## src/rtl/id_stage.sv

```systemverilog
// Instruction-decode stage: 32x32 register file with write-through bypass,
// control decode, load-use hazard detection, jump redirect and the ID/EX
// pipeline register. A one-bit squash flag marks the instruction that fetch
// latched on a jump or taken-branch edge as wrong-path.
//
// Handshake: stall is a combinational hold request to fetch. While it is high,
// fetch keeps PC and IF/ID unchanged and this stage latches a bubble. jump is a
// combinational redirect that fetch consumes on the same edge.
module id_stage (
  input  logic        clk,
  input  logic        rst_n,
  input  logic [31:0] IF_ID_IR,
  input  logic [31:0] IF_ID_NPC,
  input  logic        branch,
  input  logic        wb_we,
  input  logic [4:0]  wb_addr,
  input  logic [31:0] wb_data,
  output logic        jump,
  output logic [31:0] jump_destination,
  output logic        stall,
  output logic [31:0] ID_EX_NPC,
  output logic [31:0] ID_EX_A,
  output logic [31:0] ID_EX_B,
  output logic [31:0] ID_EX_Imm,
  output logic [4:0]  ID_EX_rs,
  output logic [4:0]  ID_EX_rt,
  output logic [4:0]  ID_EX_rd,
  output logic        ID_EX_RegDst,
  output logic        ID_EX_ALUSrc,
  output logic        ID_EX_MemRead,
  output logic        ID_EX_MemWrite,
  output logic        ID_EX_RegWrite,
  output logic        ID_EX_MemToReg,
  output logic        ID_EX_Branch,
  output logic [1:0]  ID_EX_ALUOp
);

  localparam logic [5:0] OP_RTYPE = 6'b000000;
  localparam logic [5:0] OP_LW    = 6'b100011;
  localparam logic [5:0] OP_SW    = 6'b101011;
  localparam logic [5:0] OP_BEQ   = 6'b000100;
  localparam logic [5:0] OP_ADDI  = 6'b001000;
  localparam logic [5:0] OP_J     = 6'b000010;

  // Instruction fields
  logic [5:0]  op;
  logic [4:0]  rs, rt, rd;
  logic [15:0] imm;
  logic [25:0] target;

  assign op     = IF_ID_IR[31:26];
  assign rs     = IF_ID_IR[25:21];
  assign rt     = IF_ID_IR[20:16];
  assign rd     = IF_ID_IR[15:11];
  assign imm    = IF_ID_IR[15:0];
  assign target = IF_ID_IR[25:0];

  // Register file storage; entry 0 is never written and reads are forced to 0
  logic [31:0] regs [0:31];
  logic [31:0] read_a, read_b;

  // Wrong-path marker for the instruction currently in IF/ID
  logic squash;

  // Decoded control for the current instruction
  logic       dec_reg_dst, dec_alu_src, dec_mem_read, dec_mem_write;
  logic       dec_reg_write, dec_mem_to_reg, dec_branch, dec_is_j;
  logic       dec_uses_rs, dec_uses_rt;
  logic [1:0] dec_alu_op;

  logic load_use;
  logic bubble;

  // Register file write port: r0 stays zero, all entries clear on reset
  always_ff @(posedge clk) begin
    if (!rst_n) begin
      for (int i = 0; i < 32; i++) regs[i] <= '0;
    end else if (wb_we && (wb_addr != 5'd0)) begin
      regs[wb_addr] <= wb_data;
    end
  end

  // Combinational reads with same-cycle writeback bypass
  always_comb begin
    read_a = regs[rs];
    read_b = regs[rt];
    if (wb_we && (wb_addr != 5'd0) && (wb_addr == rs)) read_a = wb_data;
    if (wb_we && (wb_addr != 5'd0) && (wb_addr == rt)) read_b = wb_data;
    if (rs == 5'd0) read_a = '0;
    if (rt == 5'd0) read_b = '0;
  end

  // Opcode decode into control bits and source-register usage
  always_comb begin
    dec_reg_dst    = 1'b0;
    dec_alu_src    = 1'b0;
    dec_mem_read   = 1'b0;
    dec_mem_write  = 1'b0;
    dec_reg_write  = 1'b0;
    dec_mem_to_reg = 1'b0;
    dec_branch     = 1'b0;
    dec_is_j       = 1'b0;
    dec_uses_rs    = 1'b0;
    dec_uses_rt    = 1'b0;
    dec_alu_op     = 2'b00;
    case (op)
      OP_RTYPE: begin
        dec_reg_dst   = 1'b1;
        dec_reg_write = 1'b1;
        dec_alu_op    = 2'b10;
        dec_uses_rs   = 1'b1;
        dec_uses_rt   = 1'b1;
      end
      OP_LW: begin
        dec_alu_src    = 1'b1;
        dec_mem_read   = 1'b1;
        dec_reg_write  = 1'b1;
        dec_mem_to_reg = 1'b1;
        dec_uses_rs    = 1'b1;
      end
      OP_SW: begin
        dec_alu_src   = 1'b1;
        dec_mem_write = 1'b1;
        dec_uses_rs   = 1'b1;
        dec_uses_rt   = 1'b1;
      end
      OP_BEQ: begin
        dec_branch  = 1'b1;
        dec_alu_op  = 2'b01;
        dec_uses_rs = 1'b1;
        dec_uses_rt = 1'b1;
      end
      OP_ADDI: begin
        dec_alu_src   = 1'b1;
        dec_reg_write = 1'b1;
        dec_uses_rs   = 1'b1;
      end
      OP_J: begin
        dec_is_j = 1'b1;
      end
      default: ;
    endcase
  end

  // Load-use detection against the load currently in EX; branch and squash mask it
  always_comb begin
    load_use = ID_EX_MemRead && (ID_EX_rt != 5'd0) &&
               ((dec_uses_rs && (ID_EX_rt == rs)) ||
                (dec_uses_rt && (ID_EX_rt == rt)));
    stall    = load_use && !branch && !squash;
    jump     = dec_is_j && !branch && !squash;
    bubble   = branch || squash || load_use;
  end

  assign jump_destination = {IF_ID_NPC[31:26], target};

  // Squash flag: the instruction fetched on a redirect edge is wrong-path
  always_ff @(posedge clk) begin
    if (!rst_n) squash <= 1'b0;
    else        squash <= jump || branch;
  end

  // ID/EX pipeline register; control bits zeroed for a bubble
  always_ff @(posedge clk) begin
    if (!rst_n) begin
      ID_EX_NPC      <= '0;
      ID_EX_A        <= '0;
      ID_EX_B        <= '0;
      ID_EX_Imm      <= '0;
      ID_EX_rs       <= '0;
      ID_EX_rt       <= '0;
      ID_EX_rd       <= '0;
      ID_EX_RegDst   <= 1'b0;
      ID_EX_ALUSrc   <= 1'b0;
      ID_EX_MemRead  <= 1'b0;
      ID_EX_MemWrite <= 1'b0;
      ID_EX_RegWrite <= 1'b0;
      ID_EX_MemToReg <= 1'b0;
      ID_EX_Branch   <= 1'b0;
      ID_EX_ALUOp    <= 2'b00;
    end else begin
      ID_EX_NPC      <= IF_ID_NPC;
      ID_EX_A        <= read_a;
      ID_EX_B        <= read_b;
      ID_EX_Imm      <= {{16{imm[15]}}, imm};
      ID_EX_rs       <= rs;
      ID_EX_rt       <= rt;
      ID_EX_rd       <= rd;
      ID_EX_RegDst   <= dec_reg_dst    && !bubble;
      ID_EX_ALUSrc   <= dec_alu_src    && !bubble;
      ID_EX_MemRead  <= dec_mem_read   && !bubble;
      ID_EX_MemWrite <= dec_mem_write  && !bubble;
      ID_EX_RegWrite <= dec_reg_write  && !bubble;
      ID_EX_MemToReg <= dec_mem_to_reg && !bubble;
      ID_EX_Branch   <= dec_branch     && !bubble;
      ID_EX_ALUOp    <= bubble ? 2'b00 : dec_alu_op;
    end
  end

endmodule
```

## config.mk

```make
export PLATFORM = sky130hd
export DESIGN_NAME = id_stage
export DESIGN_NICKNAME = d
export VERILOG_FILES = /design/src/rtl/id_stage.sv
export SDC_FILE = /design/constraint.sdc
export NUM_CORES = 2
export LEC_CHECK = 0
export ABC_AREA = 1
export CELL_PAD_IN_SITES_DETAIL_PLACEMENT = 1
export CELL_PAD_IN_SITES_GLOBAL_PLACEMENT = 1
export CORE_MARGIN = 2
export CORE_UTILIZATION = 45
export CTS_BUF_LIST = sky130_fd_sc_hd__clkbuf_8
export CTS_CLUSTER_DIAMETER = 30
export CTS_CLUSTER_SIZE = 25
export DETAILED_ROUTE_END_ITERATION = 7
export PLACE_DENSITY_LB_ADDON = 0.1
export SLEW_MARGIN = 20
export SYNTH_ARGS = -nofsm -noshare
export SYNTH_HDL_FRONTEND = slang
export SYNTH_SLANG_ARGS = --single-unit
```

## constraint.sdc

```tcl
create_clock -name clk -period 6.8 [get_ports clk]
set_clock_uncertainty 0.05 [all_clocks]
set_input_delay 0.68 -clock clk [delete_from_list [all_inputs] [get_ports clk]]
set_output_delay 0.68 -clock clk [all_outputs]
set_load 0.01 [all_outputs]
```

---- Yosys cells after proc, flatten, opt, wreduce, memory -nomap -nowiden ----
Memories as Yosys holds them, arrays and structs flattened. A register that Yosys moved wholly into a read port is not among the register bits.
Index checks and enable logic that the tools add are counted.
storage, ports and cells
  flip-flop bits (word level) ............. 72
  memory bits (writable) .................. 1024
  output and inout port bits .............. 186
  memories kept ........................... 1
cells by class
  equal/unequal tests ..................... 7
  multiplexer cells ....................... 17
  bitwise operators ....................... 1
  reduce and logical (&&, ||, !) cells .... 35
memories
  memory  words  width  read ports  clocked after Yosys merged registers in  wr ports  line  RTL
  regs    32     32     2           2                                        32        59    logic [31:0] regs [0:31];
operators with widths
  operator              count
  $mux W32              1
  $reduce_or A32 Y1     1
  $logic_and A1 B1 Y1   15
  $mux W1               14
  $eq A6 B6 Y1 const B  2
  $eq A5 B5 Y1          2
  $logic_not A5 Y1      2
  $reduce_bool A5 Y1    2
  $reduce_or A3 Y1      3
  $eq A6 B2 Y1 const B  1
  $eq A6 B3 Y1 const B  1
  $eq A6 B4 Y1 const B  1
  $logic_not A6 Y1      1
  $reduce_or A2 Y1      3
  $mux W5               1
  $reduce_or A5 Y1      1
  $logic_or A1 B1 Y1    4
  $pmux W2 S2           1
  $logic_not A1 Y1      3
  $not A1 Y1            1

---- Logic depth before layout (Yosys ltp) ----
  word-level depth ........................ 9
  gate-level depth with buffers ........... 12

---- Worst setup path after synthesis ----
Ideal clock, no wire load.
  kind .................................... input -> register
  start point ............................. input wb_addr[2]
  end point ............................... memory regs[10][0], enable pin
  setup time .............................. 0.389 ns
  data arrival time ....................... 2.546 ns
  required time ........................... 6.361 ns
  path slack .............................. 3.815 ns
  cell stages on the path ................. 12
  cell sequence ........................... clkbuf_2 inv_1 nand3_1 inv_1 nand3_1 nand3_1 inv_1 nand3_1 inv_1 nand2_1 buf_2 nand2_1
RTL lines
  element          line  RTL
  start, declared  16    input logic [4:0] wb_addr,
  end, declared    59

---- Worst setup path in the final report ----
  start point ............................. input IF_ID_IR[20]
  end point ............................... output stall
on the way
  longest elaborated chain between the ends .. 6
RTL lines
  element                           line  RTL
  start, declared                   12    input logic [31:0] IF_ID_IR,
  $eq A5 B5 Y1                      149   (dec_uses_rt && (ID_EX_rt == rt)));
  $logic_and A1 B1 Y1               149
  $logic_or A1 B1 Y1                148   ((dec_uses_rs && (ID_EX_rt == rs)) ||
  $logic_and A1 B1 Y1               147   load_use = ID_EX_MemRead && (ID_EX_rt != 5'd0) &&
  $logic_and A1 B1 Y1 (2 in a row)  150   stall = load_use && !branch && !squash;
  end, declared                     20    output logic stall,
No other way between the ends.

==> metrics <==
status finished, final reports clean; vias in the first global route 63.2k; Die ar. 143,000 sq um; Yosys warning count 0; DPL Wire Length 166 mm; final setup fails 0; Longest Clk Path Bufs 4; register bit total from synthesis 1,155; critical path endpoint stall; most common cell after layout, fill and taps aside nand2_1; setup repair bufs after CTS 0; final period utilization 59.7%; leak pwr 33.0 nW; Post-synth EDFFs 1,024; most frequent cells in the layout nand2_1 (2,697), nor2_1 (1,592), nand3_1 (1,065), edfxtp_1 (1,024), inv_1 (775); Worst EP arrival 3.33 ns; crit-path cells dlygate4sd3_1 > buf_2 > inv_2 > buf_4 > nand2_1 > nand4_1 > nor2_1 > nand3_1 > nand2_1 > nand2_1 > nor2_1 > clkdlybuf4s50_1; Reg-to-Reg Start regs[19][22]$_SDFFCE_PN0P_; Critical Path Start Type input port; clock net sink count 1,155; Max FO, Critical Path 34; All-Layer GR Usage 39.7%; Peak Freq 246 MHz; Post-Syn Area 63,100 sq um; nets 8,593; Worst setup startpoint IF_ID_IR[20]; VDD IR max 0.171 mV; Slew Limit Fails 0; number of gates resized after cts 0; hold wc startpoint IF_ID_IR[22]; slowest stage delay, CP 0.57 ns; via count 62.2k; die height 379 microns; reg2reg path depth 8; Crit path max-delay family buffers and inverters; Distinct cells, synth 24; reg-to-reg slack, setup 5.01 ns; Worst Path Buf+Inv 5; Initial Util 45.3%; Setup CP Type input port to primary output; CTS buffer count 330; ys async rst share 0%; Vias/cell 5.86; Synth Instances 8,403; max-capacitance violation count 0; DR DRC count 0; Clock Tree Root clkbuf_8; HP Class input port to flop; cell area power density 283 nW/um^2; fill count 17.2k; IO buf count 290; Area growth, synth to finish 16.5%; synthesized area per cell 7.51 sq um; PnR worst setup slack 2.74 ns; Post-CTS Hold Fix Bufs 2; CP dominant cell by count nand2_1; WL per Instance 27.1 microns; Pwr Total 0.0208 W; cell depth of the worst setup path 12; initial antenna violation count 8; worst slack, placed 2.27 ns; post-route ant nets 0; Die X 379 microns; r2r endpoint ID_EX_B[22]$_SDFF_PP0_; slowest stage cell, crit path clkdlybuf4s50_1; min cycle time layout 4.06 ns; Final GP Congestion 0.938; register area share after synthesis 52.9%; IO Pins 291; RSZ-0062 raised after global routing no; Primary FF master, synth edfxtp_1; largest net degree at the start of global routing 183; Min Hold Slack 0.0982 ns; actual slew at the worst max-slew pin 1.20 ns; GRT Residual Overflow 0; share of layout cells above drive strength 1 8.20%; DR pass1 iterations 6; relative slew slack 20.0%; DR iter-0 viols 7,410; # rows 137; CORE AREA 139,000 sq um; worst skew pair latency 1.05 ns; count of final hold-check violations 0; global-route wire length before repair 413 mm; H-Tree Depth 5; Critical Path End Type primary output; final wirelength 288 mm; CP Data Required Time 6.07 ns; Final TNS setup 0 ns; Reg clk slew, reported paths 0.05 ns; CTS tree yes
## synth_stat cells (55+ instances only)
cell type     n  area share (%)
o21ai_0     186             1.5
inv_1       747             4.4
buf_4        55            0.65
buf_1        76            0.45
nand2_1    2762              16
a21oi_1      89            0.71
clkbuf_1    335             2.0
nand3_1    1065             8.4
dfxtp_1     131             4.2
o211ai_1     66            0.79
edfxtp_1   1024              49
nor2_1     1597             9.5
buf_2       226             1.8
## cells by family (layout without fill, tap and decap cells)
family,Yosys count,after routing,share of synthesized area [%]
other cells,1,35,0.00594
simple gates,5448,5448,34.6
xor+xnor,12,12,0.167
flops,1155,1155,52.9
buf+inv,1445,1747,9.37
compound gates,342,342,2.98
## routing by layer
layer | up-vias | global-route usage [%] | wire (microns)
met1 | 30700 | 50.0 | 109000
li1 | 26700 | - | -
met2 | 3817 | 61.5 | 128000
met3 | 866 | 8.62 | 30900
met5 | - | 0.549 | 140
met4 | 8 | 25.7 | 19700
## worst min-delay path by stage
| stage | to | slack [ns] | depth (start not counted) |
|---|---|---|---|
| final | ID_EX_rs[1]$_SDFF_PN0_ | 0.1 | 3 |
| after global routing | ID_EX_rs[1]$_SDFF_PN0_ | 0.07 | 3 |
| after CTS | ID_EX_rs[1]$_SDFF_PN0_ | 0.002 | 3 |
| after detailed placement | squash$_SDFF_PN0_ | 0.73 | 7 |
| after global placement | squash$_SDFF_PN0_ | 0.71 | 7 |
| after floorplan | ID_EX_ALUOp[1]$_SDFF_PP0_ | 0.63 | 5 |
## registers in the layout, indices dropped and copies added, names as in the netlist
name,cells
regs,1024
ID_EX_A,32
ID_EX_B,32
ID_EX_NPC,32
ID_EX_Imm,16
ID_EX_rs,5
ID_EX_rt,5
ID_EX_ALUOp,2
ID_EX_ALUSrc,1
ID_EX_Branch,1
ID_EX_MemRead,1
ID_EX_MemWrite,1
ID_EX_RegDst,1
ID_EX_RegWrite,1
squash,1
## power breakdown
part / internal (W) / switching, W
Clock: 0.00601 / 0.00389
Sequential: 0.00814 / 0.000226
Combinational: 0.000673 / 0.00188
Total: 0.0148 / 0.00600
## stage by stage
stage	cells	cell area [sq um]	utilization, %
6_report	10600	73600	52.8
5_1_grt	10600	73600	52.8
4_1_cts	10600	73500	52.8
3_5_place_dp	10000	66800	47.9
3_3_place_gp	10000	66700	47.9
2_1_floorplan	8434	63200	-
## layout make-up
type	instances	area, sq um	area share [%]
antenna	3	7.51	0.0102
clock inverter	237	2030	2.76
sequential	1155	33400	45.4
multi-input combinational	5834	24200	32.9
timing repair buffer	415	4020	5.46
tap	1876	2350	3.19
inverter	752	2860	3.88
clock buffer	343	4720	6.42
## worst register-to-register path, delay by kind of cell, from the launching register on
family	cells	cell delay, ns
DFF	1	0.44
AOI/OAI and AO/OA	2	0.15
and+or+nand+nor	6	1.00
(Power assumes the default switching activity.)
